<file path="config.mk">
export PLATFORM = sky130hd
export DESIGN_NAME = mult_hilo_ctrl_flat
export DESIGN_NICKNAME = d
export VERILOG_FILES = /design/src/rtl/mult_hilo_ctrl_if.sv /design/src/rtl/mult_hilo_ctrl.sv /design/src/flat_wrapper.sv
export SDC_FILE = /design/constraint.sdc
export NUM_CORES = 1
export LEC_CHECK = 0
export BUFFER_PORTS_ARGS = -buffer_cell sky130_fd_sc_hd__buf_2
export CAP_MARGIN = 25
export CORE_MARGIN = 8
export CORE_UTILIZATION = 38
export CTS_CLUSTER_DIAMETER = 200
export DETAILED_ROUTE_END_ITERATION = 7
export GPL_ROUTABILITY_DRIVEN = 0
export HOLD_SLACK_MARGIN = 0.02
export PLACE_DENSITY = 0.69
export SYNTH_ARGS = -nofsm -noshare
export SYNTH_HDL_FRONTEND = slang
export SYNTH_SLANG_ARGS = --single-unit
</file>
<file path="constraint.sdc">
create_clock -name clk -period 2 [get_ports clk]
set_clock_uncertainty 0.1 [all_clocks]
set_input_delay 0.4 -clock clk [delete_from_list [all_inputs] [get_ports clk]]
set_output_delay 0.4 -clock clk [all_outputs]
set_load 0.01 [all_outputs]
</file>
<file path="src/rtl/mult_hilo_ctrl_if.sv">
// Bus bundle between the control unit, the iterative multiplier and the HI/LO controller.
// The slave modport is the controller's view; master is the surrounding datapath's view.
interface mult_hilo_ctrl_if;
    localparam int unsigned DATA_W = 32;

    logic              start;
    logic              signed_op;
    logic [DATA_W-1:0] a_in;
    logic [DATA_W-1:0] b_in;
    logic              mult_start;
    logic [DATA_W-1:0] mult_a;
    logic [DATA_W-1:0] mult_b;
    logic [DATA_W-1:0] mult_hi;
    logic [DATA_W-1:0] mult_lo;
    logic              hi_wr;
    logic              lo_wr;
    logic [DATA_W-1:0] wr_data;
    logic              busy;
    logic              done;
    logic [DATA_W-1:0] hi;
    logic [DATA_W-1:0] lo;

    modport slave (
        input  start, signed_op, a_in, b_in,
        input  mult_hi, mult_lo,
        input  hi_wr, lo_wr, wr_data,
        output mult_start, mult_a, mult_b,
        output busy, done, hi, lo
    );

    modport master (
        output start, signed_op, a_in, b_in,
        output mult_hi, mult_lo,
        output hi_wr, lo_wr, wr_data,
        input  mult_start, mult_a, mult_b,
        input  busy, done, hi, lo
    );
endinterface

</file>
<file path="src/rtl/mult_hilo_ctrl.sv">
// Sequences an iterative multiplier and owns the architectural HI/LO registers.
// Define MULT_SIGNED_EN to add signed multiply (magnitude operands plus product negation).
module mult_hilo_ctrl #(
    parameter int unsigned MULT_CYCLES = 32
) (
    input  logic             clk,
    input  logic             reset,
    mult_hilo_ctrl_if.slave  bus
);
    localparam int unsigned DATA_W = 32;
    localparam int unsigned PROD_W = 2 * DATA_W;
    localparam int unsigned CNT_W  = $clog2(MULT_CYCLES + 1);

    typedef enum logic [1:0] {
        ST_IDLE,
        ST_LAUNCH,
        ST_WAIT,
        ST_CAPTURE
    } state_t;

    state_t              state_q, state_d;
    logic [CNT_W-1:0]    cnt_q, cnt_d;
    logic [DATA_W-1:0]   op_a_q, op_a_d;
    logic [DATA_W-1:0]   op_b_q, op_b_d;
    logic                neg_q, neg_d;
    logic                busy_q, busy_d;
    logic                done_q, done_d;
    logic                mult_start_q, mult_start_d;
    logic [DATA_W-1:0]   hi_q, hi_d;
    logic [DATA_W-1:0]   lo_q, lo_d;

    logic [DATA_W-1:0]   mag_a_c;
    logic [DATA_W-1:0]   mag_b_c;
    logic                neg_c;
    logic [PROD_W-1:0]   raw_prod_c;
    logic [PROD_W-1:0]   prod_c;

    assign raw_prod_c = {bus.mult_hi, bus.mult_lo};

`ifdef MULT_SIGNED_EN
    // Multiplier is unsigned-only: feed magnitudes, restore the sign at capture.
    assign mag_a_c = (bus.signed_op && bus.a_in[DATA_W-1]) ? (DATA_W'(0) - bus.a_in) : bus.a_in;
    assign mag_b_c = (bus.signed_op && bus.b_in[DATA_W-1]) ? (DATA_W'(0) - bus.b_in) : bus.b_in;
    assign neg_c   = bus.signed_op && (bus.a_in[DATA_W-1] ^ bus.b_in[DATA_W-1]);
    assign prod_c  = neg_q ? (PROD_W'(0) - raw_prod_c) : raw_prod_c;
`else
    logic unused_signed_op;

    assign unused_signed_op = bus.signed_op;
    assign mag_a_c = bus.a_in;
    assign mag_b_c = bus.b_in;
    assign neg_c   = 1'b0;
    assign prod_c  = raw_prod_c;
`endif

    // State and registered outputs
    always_ff @(posedge clk or negedge reset) begin
        if (!reset) begin
            state_q      <= ST_IDLE;
            cnt_q        <= '0;
            op_a_q       <= '0;
            op_b_q       <= '0;
            neg_q        <= 1'b0;
            busy_q       <= 1'b0;
            done_q       <= 1'b0;
            mult_start_q <= 1'b0;
            hi_q         <= '0;
            lo_q         <= '0;
        end else begin
            state_q      <= state_d;
            cnt_q        <= cnt_d;
            op_a_q       <= op_a_d;
            op_b_q       <= op_b_d;
            neg_q        <= neg_d;
            busy_q       <= busy_d;
            done_q       <= done_d;
            mult_start_q <= mult_start_d;
            hi_q         <= hi_d;
            lo_q         <= lo_d;
        end
    end

    // Next-state, datapath and output decode
    always_comb begin
        state_d      = state_q;
        cnt_d        = cnt_q;
        op_a_d       = op_a_q;
        op_b_d       = op_b_q;
        neg_d        = neg_q;
        hi_d         = hi_q;
        lo_d         = lo_q;

        case (state_q)
            ST_IDLE: begin
                // mthi/mtlo only land while idle; a same-cycle start still launches
                if (bus.hi_wr) begin
                    hi_d = bus.wr_data;
                end
                if (bus.lo_wr) begin
                    lo_d = bus.wr_data;
                end
                if (bus.start) begin
                    op_a_d  = mag_a_c;
                    op_b_d  = mag_b_c;
                    neg_d   = neg_c;
                    state_d = ST_LAUNCH;
                end
            end
            ST_LAUNCH: begin
                cnt_d   = CNT_W'(MULT_CYCLES);
                state_d = ST_WAIT;
            end
            ST_WAIT: begin
                cnt_d = cnt_q - CNT_W'(1);
                if (cnt_q == CNT_W'(1)) begin
                    state_d = ST_CAPTURE;
                end
            end
            ST_CAPTURE: begin
                hi_d    = prod_c[PROD_W-1:DATA_W];
                lo_d    = prod_c[DATA_W-1:0];
                state_d = ST_IDLE;
            end
            default: begin
                state_d = ST_IDLE;
            end
        endcase

        // Flags are registered from the upcoming state so they align with it
        busy_d       = (state_d != ST_IDLE);
        mult_start_d = (state_d == ST_LAUNCH);
        done_d       = (state_d == ST_CAPTURE);
    end

    assign bus.mult_start = mult_start_q;
    assign bus.mult_a     = op_a_q;
    assign bus.mult_b     = op_b_q;
    assign bus.busy       = busy_q;
    assign bus.done       = done_q;
    assign bus.hi         = hi_q;
    assign bus.lo         = lo_q;
endmodule

</file>
<file path="src/flat_wrapper.sv">
// flat-port wrapper written by rule: the top's interface ports become plain ports
module mult_hilo_ctrl_flat 
#(
    parameter int unsigned MULT_CYCLES = 32
)
  (clk, reset, bus_start, bus_signed_op, bus_a_in, bus_b_in, bus_mult_hi, bus_mult_lo, bus_hi_wr, bus_lo_wr, bus_wr_data, bus_mult_start, bus_mult_a, bus_mult_b, bus_busy, bus_done, bus_hi, bus_lo);
  mult_hilo_ctrl_if bus_i ();
  input  logic clk;
  input  logic reset;
  input wire logic [$bits(bus_i.start)-1:0] bus_start;
  input wire logic [$bits(bus_i.signed_op)-1:0] bus_signed_op;
  input wire logic [$bits(bus_i.a_in)-1:0] bus_a_in;
  input wire logic [$bits(bus_i.b_in)-1:0] bus_b_in;
  input wire logic [$bits(bus_i.mult_hi)-1:0] bus_mult_hi;
  input wire logic [$bits(bus_i.mult_lo)-1:0] bus_mult_lo;
  input wire logic [$bits(bus_i.hi_wr)-1:0] bus_hi_wr;
  input wire logic [$bits(bus_i.lo_wr)-1:0] bus_lo_wr;
  input wire logic [$bits(bus_i.wr_data)-1:0] bus_wr_data;
  output wire logic [$bits(bus_i.mult_start)-1:0] bus_mult_start;
  output wire logic [$bits(bus_i.mult_a)-1:0] bus_mult_a;
  output wire logic [$bits(bus_i.mult_b)-1:0] bus_mult_b;
  output wire logic [$bits(bus_i.busy)-1:0] bus_busy;
  output wire logic [$bits(bus_i.done)-1:0] bus_done;
  output wire logic [$bits(bus_i.hi)-1:0] bus_hi;
  output wire logic [$bits(bus_i.lo)-1:0] bus_lo;
  assign bus_i.start = bus_start;
  assign bus_i.signed_op = bus_signed_op;
  assign bus_i.a_in = bus_a_in;
  assign bus_i.b_in = bus_b_in;
  assign bus_i.mult_hi = bus_mult_hi;
  assign bus_i.mult_lo = bus_mult_lo;
  assign bus_i.hi_wr = bus_hi_wr;
  assign bus_i.lo_wr = bus_lo_wr;
  assign bus_i.wr_data = bus_wr_data;
  assign bus_mult_start = bus_i.mult_start;
  assign bus_mult_a = bus_i.mult_a;
  assign bus_mult_b = bus_i.mult_b;
  assign bus_busy = bus_i.busy;
  assign bus_done = bus_i.done;
  assign bus_hi = bus_i.hi;
  assign bus_lo = bus_i.lo;
  mult_hilo_ctrl #(.MULT_CYCLES(MULT_CYCLES)) u_core (.clk(clk), .reset(reset), .bus(bus_i));
endmodule
</file>
==> results of run 1 <==
routing by layer:
metal  part of all wire  vias up
met5             0.0012        -
met4              0.014        4
met3               0.13       22
met2               0.45      246
met1               0.41     2210
li1                   -     2330
what timing repair did:
item | 4_1_cts | 5_1_grt
endpoints found under the setup margin | 0 | 0
endpoints found under the hold margin | 37 | 0
hold buffers | 1 | 0
gates resized for setup | 0 | 0
worst reg2reg max path: cells and delay by family (launching register included):
kind                       cells  cell delay [ps]
muxes                          1              380
and+or+nand+nor                1              310
DFF                            1              420
adders and majority gates      1              140
buffers and inverters          2              300
logic make-up (layout without fill, tap and decap cells):
logic type,count (synthesis),after routing,share of synthesized area
DFF,139,139,0.604
AOI/OAI and AO/OA,136,136,0.123
and+or+nand+nor,115,115,0.0930
muxes,68,68,0.133
buffers and inverters,38,352,0.0357
adders and majority gates,5,5,0.0109
through the flow:
step                      cells  instance area [um2]  utilization
after global placement      971                 7550        0.504
after detailed placement    971                 7550        0.504
final                      1003                 8180        0.546
after global routing       1003                 8180        0.546
after floorplan             501                 5760            -
after CTS                  1003                 8180        0.546
worst max-delay path by stage:
| stage | startpoint | to | cells after the start |
|---|---|---|---|
| after floorplan | u_core.state_q[0] | u_core.bus.mult_a[16] | 6 |
| after detailed placement | u_core.state_q[1] | u_core.bus.mult_b[24] | 5 |
| final | u_core.state_q[1] | u_core.bus.mult_a[7] | 5 |
| after CTS | u_core.state_q[1] | u_core.bus.mult_b[7] | 5 |
| after global placement | u_core.state_q[1] | u_core.bus.mult_a[21] | 5 |
| after global routing | u_core.state_q[1] | u_core.cnt_q[5] | 5 |
power breakdown:
part           internal [mW]  total [mW]  switching, mW
logic                   2.52        5.63           3.11
clock network           2.09        3.29           1.20
registers               4.20        4.88          0.678
total                   8.81        13.8           4.99
Yosys cell counts, types with 2 or more instances:
cell type | instances | area, um2
buf_6 | 5 | 56.3
dfrtp_1 | 139 | 3480
nand2_1 | 67 | 251
nor3_1 | 5 | 25.0
mux2_2 | 60 | 676
inv_1 | 7 | 26.3
nor2_1 | 5 | 18.8
clkbuf_1 | 8 | 30.0
o21ai_1 | 5 | 25.0
nor2b_1 | 32 | 200
a22o_1 | 2 | 17.5
o21ai_0 | 62 | 310
buf_2 | 16 | 80.1
mux2_1 | 4 | 45.0
mux2i_2 | 2 | 27.5
mux2i_1 | 2 | 20.0
ha_1 | 5 | 62.6
a21oi_1 | 64 | 320
area by class of cell:
cell class | instances | area share
inverters | 7 | 0.00321
clock buffers | 17 | 0.0520
flip-flops and latches | 139 | 0.425
multi-input cells | 324 | 0.257
repair buffers | 314 | 0.210
well taps | 188 | 0.0288
clock inverters | 14 | 0.0237
flip-flops by register name, summed over array words and instances, names as in the netlist:
name and cells:
u_core.bus.hi 32, u_core.bus.lo 32, u_core.bus.mult_a 32, u_core.bus.mult_b 32
u_core.cnt_q 6, u_core.state_q 2, u_core.bus.busy 1, u_core.bus.done 1
u_core.bus.mult_start 1
==> results.toml, run 1 <==
[die]
die_w_um = 139
ioPinCount = 297
rows = 45
coreArea_um2 = 15000
initial_core_util = 0.384
dieHeight_um = 139
dieArea_um2 = 19300

[finish]
regArea_um2 = 3480
antenna_cells = 0
final_common_cell = "buf_2"
drive_gt1_frac = 0.502
multi_input_area_um2 = 2100
fillers = 1341
nets = 974
syn_to_final_growth_pct = 42.1
final_cell_mix = "buf_2 (294), dfrtp_1 (139), nand2_1 (67)"

[drt]
wirelength_um = 17200
viasPerCell = 4.80
wl_per_cell_um = 17.2
drt_iter0_markers = 135
firstDrtPassIters = 4
antenna_left = 0
drcViolationCount = 0
vias = 4812

[grt]
grt_pass1_vias = 5112
grt_max_degree = 65
grt-busiest-layer = "met2"
antenna_found_initial = 2
grtUsageTotal = 0.178
gr-usage-met1 = 0.200
globalRouteMet2Util = 0.277
use_met3 = 0.104
grt_overflow = 0
grt_pass1_wl_um = 27300

[power]
total_power_mw = 13.8
p_per_area_nw_per_um2 = 1690
leakagePower_nw = 4.11
ir_drop_mv = 0.609

[timing]
fin_ws_ps = 237
whs_ps = 111
final_max_slew_viol_count = 0
setup_violations = 0
worstMarginPinSlew_ps = 408
fmax_mhz = 567
layout_min_cycle_time_ps = 1760
max_slew_margin = 0.728
finalCritPeriodShare = 0.882
hold_violations = 0
rsz0062_at_grt = "no"
finalSetupTns_ps = 0

[synth]
syn_avg_cell_area_um2 = 11.5
synthesis.nets = 672
synthFlopType = "dfrtp_1"
netlist_instances = 501
ys_seq_elements = 139
ys_types = 29
synth_async_sr_flop_share = 1.00
synth_edf_count = 0
yosysSeqAreaShare = 0.604
synth_warnings = 0
syn_area_um2 = 5760

[clocking]
htreeDepth = 4
numCtsBuffers = 17
clk_pin_slew_ps = 60
insertion_delay_ps = 400
clock-root-buffer = "clkbuf_16"
postCtsSetupBuffers = 0
clock_path_buffers = 2
cts_tree = "done"
cts.sinks = 139

[critical_path]
rr_endpoint = "u_core.bus.mult_a[7]"
worst-path-buf-inv = 2
r2r-start = "u_core.state_q[1]"
cp_top_family = "flip-flops"
required_ps = 2180
endpoint_kind = "flip-flop"
arrival_ps = 1950
cp_max_fo = 26
slowest_stage = "dfrtp_1"
worstSetupPathType = "reg2reg"
max_stage_delay_ps = 420
cp_cell_sequence = "inv_1 > ha_1 > and2_2 > buf_12 > mux2_2"
r2r_cells = 5
r2r_slack_ps = 240
critPathLaunchType = "flip-flop"

[min_path]
whs_endpoint = "u_core.bus.mult_a[13]"
min-delay-start = "bus_a_in[13]"
hold_depth = 2
hold_class = "in2reg"

[placement]
preCtsSetupSlack_ps = 226
hpwl_um = 13600
port_buffers = 295

[run]
maxCapViolations = 0

[outcome]
status = "complete, no violations"
Power figures use the tool's default switching activity.
==> run 2, diff against run 1 <==
--- a/config.mk
+++ b/config.mk
@@ -13,7 +13,7 @@
 export DETAILED_ROUTE_END_ITERATION = 7
 export GPL_ROUTABILITY_DRIVEN = 0
 export HOLD_SLACK_MARGIN = 0.02
-export PLACE_DENSITY = 0.69
+export PLACE_DENSITY_LB_ADDON = 0.3
 export SYNTH_ARGS = -nofsm -noshare
 export SYNTH_HDL_FRONTEND = slang
 export SYNTH_SLANG_ARGS = --single-unit
==> results.toml, run 2 (same netlist as run 1, synthesis figures left out) <==
[outcome]
status = "complete, no violations"

[clocking]
cts_tree = "done"
clk_pin_slew_ps = 60
numCtsBuffers = 17
insertion_delay_ps = 420
clock-root-buffer = "clkbuf_16"
clock_path_buffers = 2
postCtsSetupBuffers = 0
cts.sinks = 139
htreeDepth = 4
cts_resized = 0

[finish]
design_area_um2 = 8150
final_cell_mix = "buf_2 (294), dfrtp_1 (139), nand2_1 (67)"
nets = 971
postLayoutCoreUtil = 0.544
final_common_cell = "buf_2"
drive_gt1_frac = 0.500
fillers = 1359
syn_to_final_growth_pct = 41.7
final_cells = 1001

[timing]
final_max_slew_viol_count = 0
rsz0062_at_grt = "no"
setup_violations = 0
max_slew_margin = 0.719
fin_ws_ps = 230
layout_min_cycle_time_ps = 1770
worstMarginPinSlew_ps = 422
finalSetupTns_ps = 0
hold_violations = 0
finalCritPeriodShare = 0.885
fmax_mhz = 565
whs_ps = 91.1

[grt]
grt_overflow = 0
gr-usage-met1 = 0.196
use_met3 = 0.0892
grt_max_degree = 55
antenna_found_initial = 4
grtUsageTotal = 0.181
globalRouteMet2Util = 0.305
grt_pass1_wl_um = 27400
grt_pass1_vias = 5014
grt-busiest-layer = "met2"

[drt]
drt_iter0_markers = 208
wl_per_cell_um = 17.3
drcViolationCount = 0
wirelength_um = 17300
vias = 4758
viasPerCell = 4.75
firstDrtPassIters = 4
antenna_left = 0

[critical_path]
endpoint_kind = "flip-flop"
critPathLaunchType = "flip-flop"
worstSetupPathType = "reg2reg"
cp_max_fo = 54
required_ps = 2200
arrival_ps = 1970

[placement]
preCtsSetupSlack_ps = 238
port_buffers = 295
placed_area_um2 = 7530
hpwl_um = 13400
dp.cells = 968

[power]
p_per_area_nw_per_um2 = 1690
ir_drop_mv = 1.11
total_power_mw = 13.7
leakagePower_nw = 4.09

[die]
dieHeight_um = 139
initial_core_util = 0.384
dieArea_um2 = 19300
die_w_um = 139
rows = 45
coreArea_um2 = 15000
ioPinCount = 297

[run]
maxCapViolations = 0

[min_path]
hold_class = "in2reg"
run 2: repair_timing:
action,in CTS,in global routing
endpoints found under the setup margin,0,0
hold buffers,1,0
hold endpoints to repair,36,0
run 2: critical path: stages (launching register included):
cell and delay, ps:
dfrtp_1 420, inv_1 70, ha_1 150, and2_2 200, buf_12 270, mux2_2 380
run 2: layout make-up:
type / count / area, um2 / area share
antenna: 1 / 2.50 / 0.000307
clock buffer: 19 / 453 / 0.0556
clock inverter: 12 / 161 / 0.0198
inverter: 7 / 26.3 / 0.00322
multi-input combinational: 324 / 2100 / 0.258
sequential: 139 / 3480 / 0.427
tap: 188 / 235 / 0.0289
timing repair buffer: 311 / 1690 / 0.208
run 2: path summary, 6_finish.rpt:
check / startpoint / end / slack (ps) / cells past startpoint
min in group asynchronous: reset / u_core.bus.hi[2] / 370 / 2
setup / recovery: u_core.state_q[1] / u_core.bus.mult_b[16] / 230 / 5
hold / removal: bus_a_in[12] / u_core.bus.mult_a[12] / 90 / 2
hold reg to reg: u_core.bus.lo[30] / u_core.bus.lo[30] / 370 / 2
max in group asynchronous: reset / u_core.bus.hi[12] / 840 / 3
setup reg to reg: u_core.state_q[1] / u_core.bus.mult_b[16] / 230 / 5
run 2: layer usage:
metal / part of all wire / up-vias
met5: 0.0017 / -
met3: 0.095 / 19
met2: 0.49 / 199
met1: 0.40 / 2204
li1: - / 2330
met4: 0.0095 / 6
run 2: power breakdown:
group	switching, mW	total [mW]	internal [mW]
logic	3.09	5.59	2.50
clock network	1.25	3.29	2.04
registers	0.655	4.86	4.20
==> run 3, diff against run 2 <==
--- a/config.mk
+++ b/config.mk
@@ -9,6 +9,7 @@
 export CAP_MARGIN = 25
 export CORE_MARGIN = 8
 export CORE_UTILIZATION = 38
+export CTS_BUF_LIST = sky130_fd_sc_hd__clkbuf_2
 export CTS_CLUSTER_DIAMETER = 200
 export DETAILED_ROUTE_END_ITERATION = 7
 export GPL_ROUTABILITY_DRIVEN = 0
==> results.toml, run 3 (same netlist as run 1, synthesis figures left out) <==
[die]
dieArea_um2 = 19300
ioPinCount = 297
die_w_um = 139
coreArea_um2 = 15000
initial_core_util = 0.384
rows = 45
dieHeight_um = 139

[grt]
grt_overflow = 0
grtUsageTotal = 0.213
grt_pass1_vias = 6159
antenna_found_initial = 4
grt_pass1_wl_um = 32600
grt_max_degree = 55

[critical_path]
endpoint_kind = "flip-flop"
r2r_slack_ps = 110
r2r-start = "u_core.state_q[0]"
startpoint = "u_core.state_q[0]"
max_stage_delay_ps = 420
slowest_stage = "dfrtp_1"
cp-endpoint = "u_core.bus.lo[6]"
r2r_cells = 7
worstSetupPathType = "reg2reg"
cp_cell_sequence = "buf_4 > ha_4 > buf_4 > mux2i_4 > buf_4 > nand2_1 > o21ai_0"
cp_max_fo = 20
critPathLaunchType = "flip-flop"
arrival_ps = 2380
required_ps = 2490
cp_common_cell = "buf_4"
rr_endpoint = "u_core.bus.lo[6]"

[timing]
whs_ps = 114
finalCritPeriodShare = 0.943
layout_min_cycle_time_ps = 1890
rsz0062_at_grt = "no"
setup_violations = 0
fin_ws_ps = 114
finalSetupTns_ps = 0
worstMarginPinSlew_ps = 427
final_max_slew_viol_count = 0
fmax_mhz = 530
max_slew_margin = 0.715
hold_violations = 0

[drt]
drcViolationCount = 0
antenna_left = 0
drt_iter0_markers = 293
vias = 5602
wirelength_um = 20500
wl_per_cell_um = 17.5
viasPerCell = 4.78
firstDrtPassIters = 4

[power]
p_per_area_nw_per_um2 = 1340
leakagePower_nw = 4.66
ir_drop_mv = 0.968

[placement]
port_buffers = 295
dp.cells = 968
placed_area_um2 = 7530
preCtsSetupSlack_ps = 238
hpwl_um = 13400

[finish]
final_common_cell = "buf_2"
drive_gt1_frac = 0.419
fillers = 1174
syn_to_final_growth_pct = 64.7
nets = 1139
final_cell_mix = "buf_2 (294), dlygate4sd3_1 (163), dfrtp_1 (139)"
final_cells = 1171
design_area_um2 = 9480

[clocking]
cts.sinks = 139
clock-root-buffer = "clkbuf_2"
insertion_delay_ps = 670
numCtsBuffers = 17
clk_pin_slew_ps = 210
cts_tree = "done"
clock_path_buffers = 2
htreeDepth = 4

[outcome]
status = "complete, no violations"

[run]
maxCapViolations = 0

[min_path]
hold_class = "in2reg"
[run 3: worst max-delay path: cells and delay by family, from the launching register on]
kind	cells	cell delay, ps
mux	1	260
fa+ha+maj	1	200
flops	1	420
simple gates	1	100
buf+inv	3	610
compound gates	1	100
[run 3: how the worst min path moves through the flow]
stage / from / slack [ps] / cells after the start / to
after floorplan: reset / 4 / 0 / u_core.bus.busy
after global placement: reset / 260 / 1 / u_core.bus.hi[1]
after detailed placement: reset / 250 / 1 / u_core.bus.hi[1]
after CTS: bus_wr_data[3] / 20 / 4 / u_core.bus.lo[3]
after global routing: bus_wr_data[29] / 50 / 4 / u_core.bus.lo[29]
final: bus_wr_data[29] / 110 / 4 / u_core.bus.hi[29]
[run 3: layer usage]
| metal | up-vias | part of all wire | track usage |
|---|---|---|---|
| met5 | - | 0.00039 | 0 |
| met4 | 2 | 0.029 | 0.0953 |
| met3 | 47 | 0.078 | 0.0778 |
| met2 | 277 | 0.49 | 0.357 |
| met1 | 2606 | 0.40 | 0.238 |
| li1 | 2670 | - | - |
[run 3: report_power, final]
part	switching (mW)	internal (mW)	leakage, nW
clock	1.08	0.701	0.154
sequential	0.697	4.17	1.69
combinational	3.29	2.76	2.82
[run 3: what timing repair did]
action                                 CTS  global route
setup buffers                            0             5
resized for setup                        0             1
endpoints found under the hold margin  268             0
setup endpoints to repair                0             1
hold buffers                           164             0
[run 3: metrics by stage]
step	power [mW]	utilization
floorplan	8.12	-
global placement	10.5	0.503
detailed placement	10.6	0.503
CTS	12.7	0.630
global route	13.6	0.633
finish	12.7	0.633
[run 3: area by class of cell]
type | instances | area (um2) | share of cell area
flip-flops and latches | 139 | 3480 | 0.367
repair buffers | 479 | 3370 | 0.356
multi-input cells | 324 | 2110 | 0.222
well taps | 188 | 235 | 0.0248
clock inverters | 14 | 169 | 0.0178
clock buffers | 17 | 85.1 | 0.00898
inverters | 7 | 26.3 | 0.00277
diodes | 3 | 7.51 | 0.000792
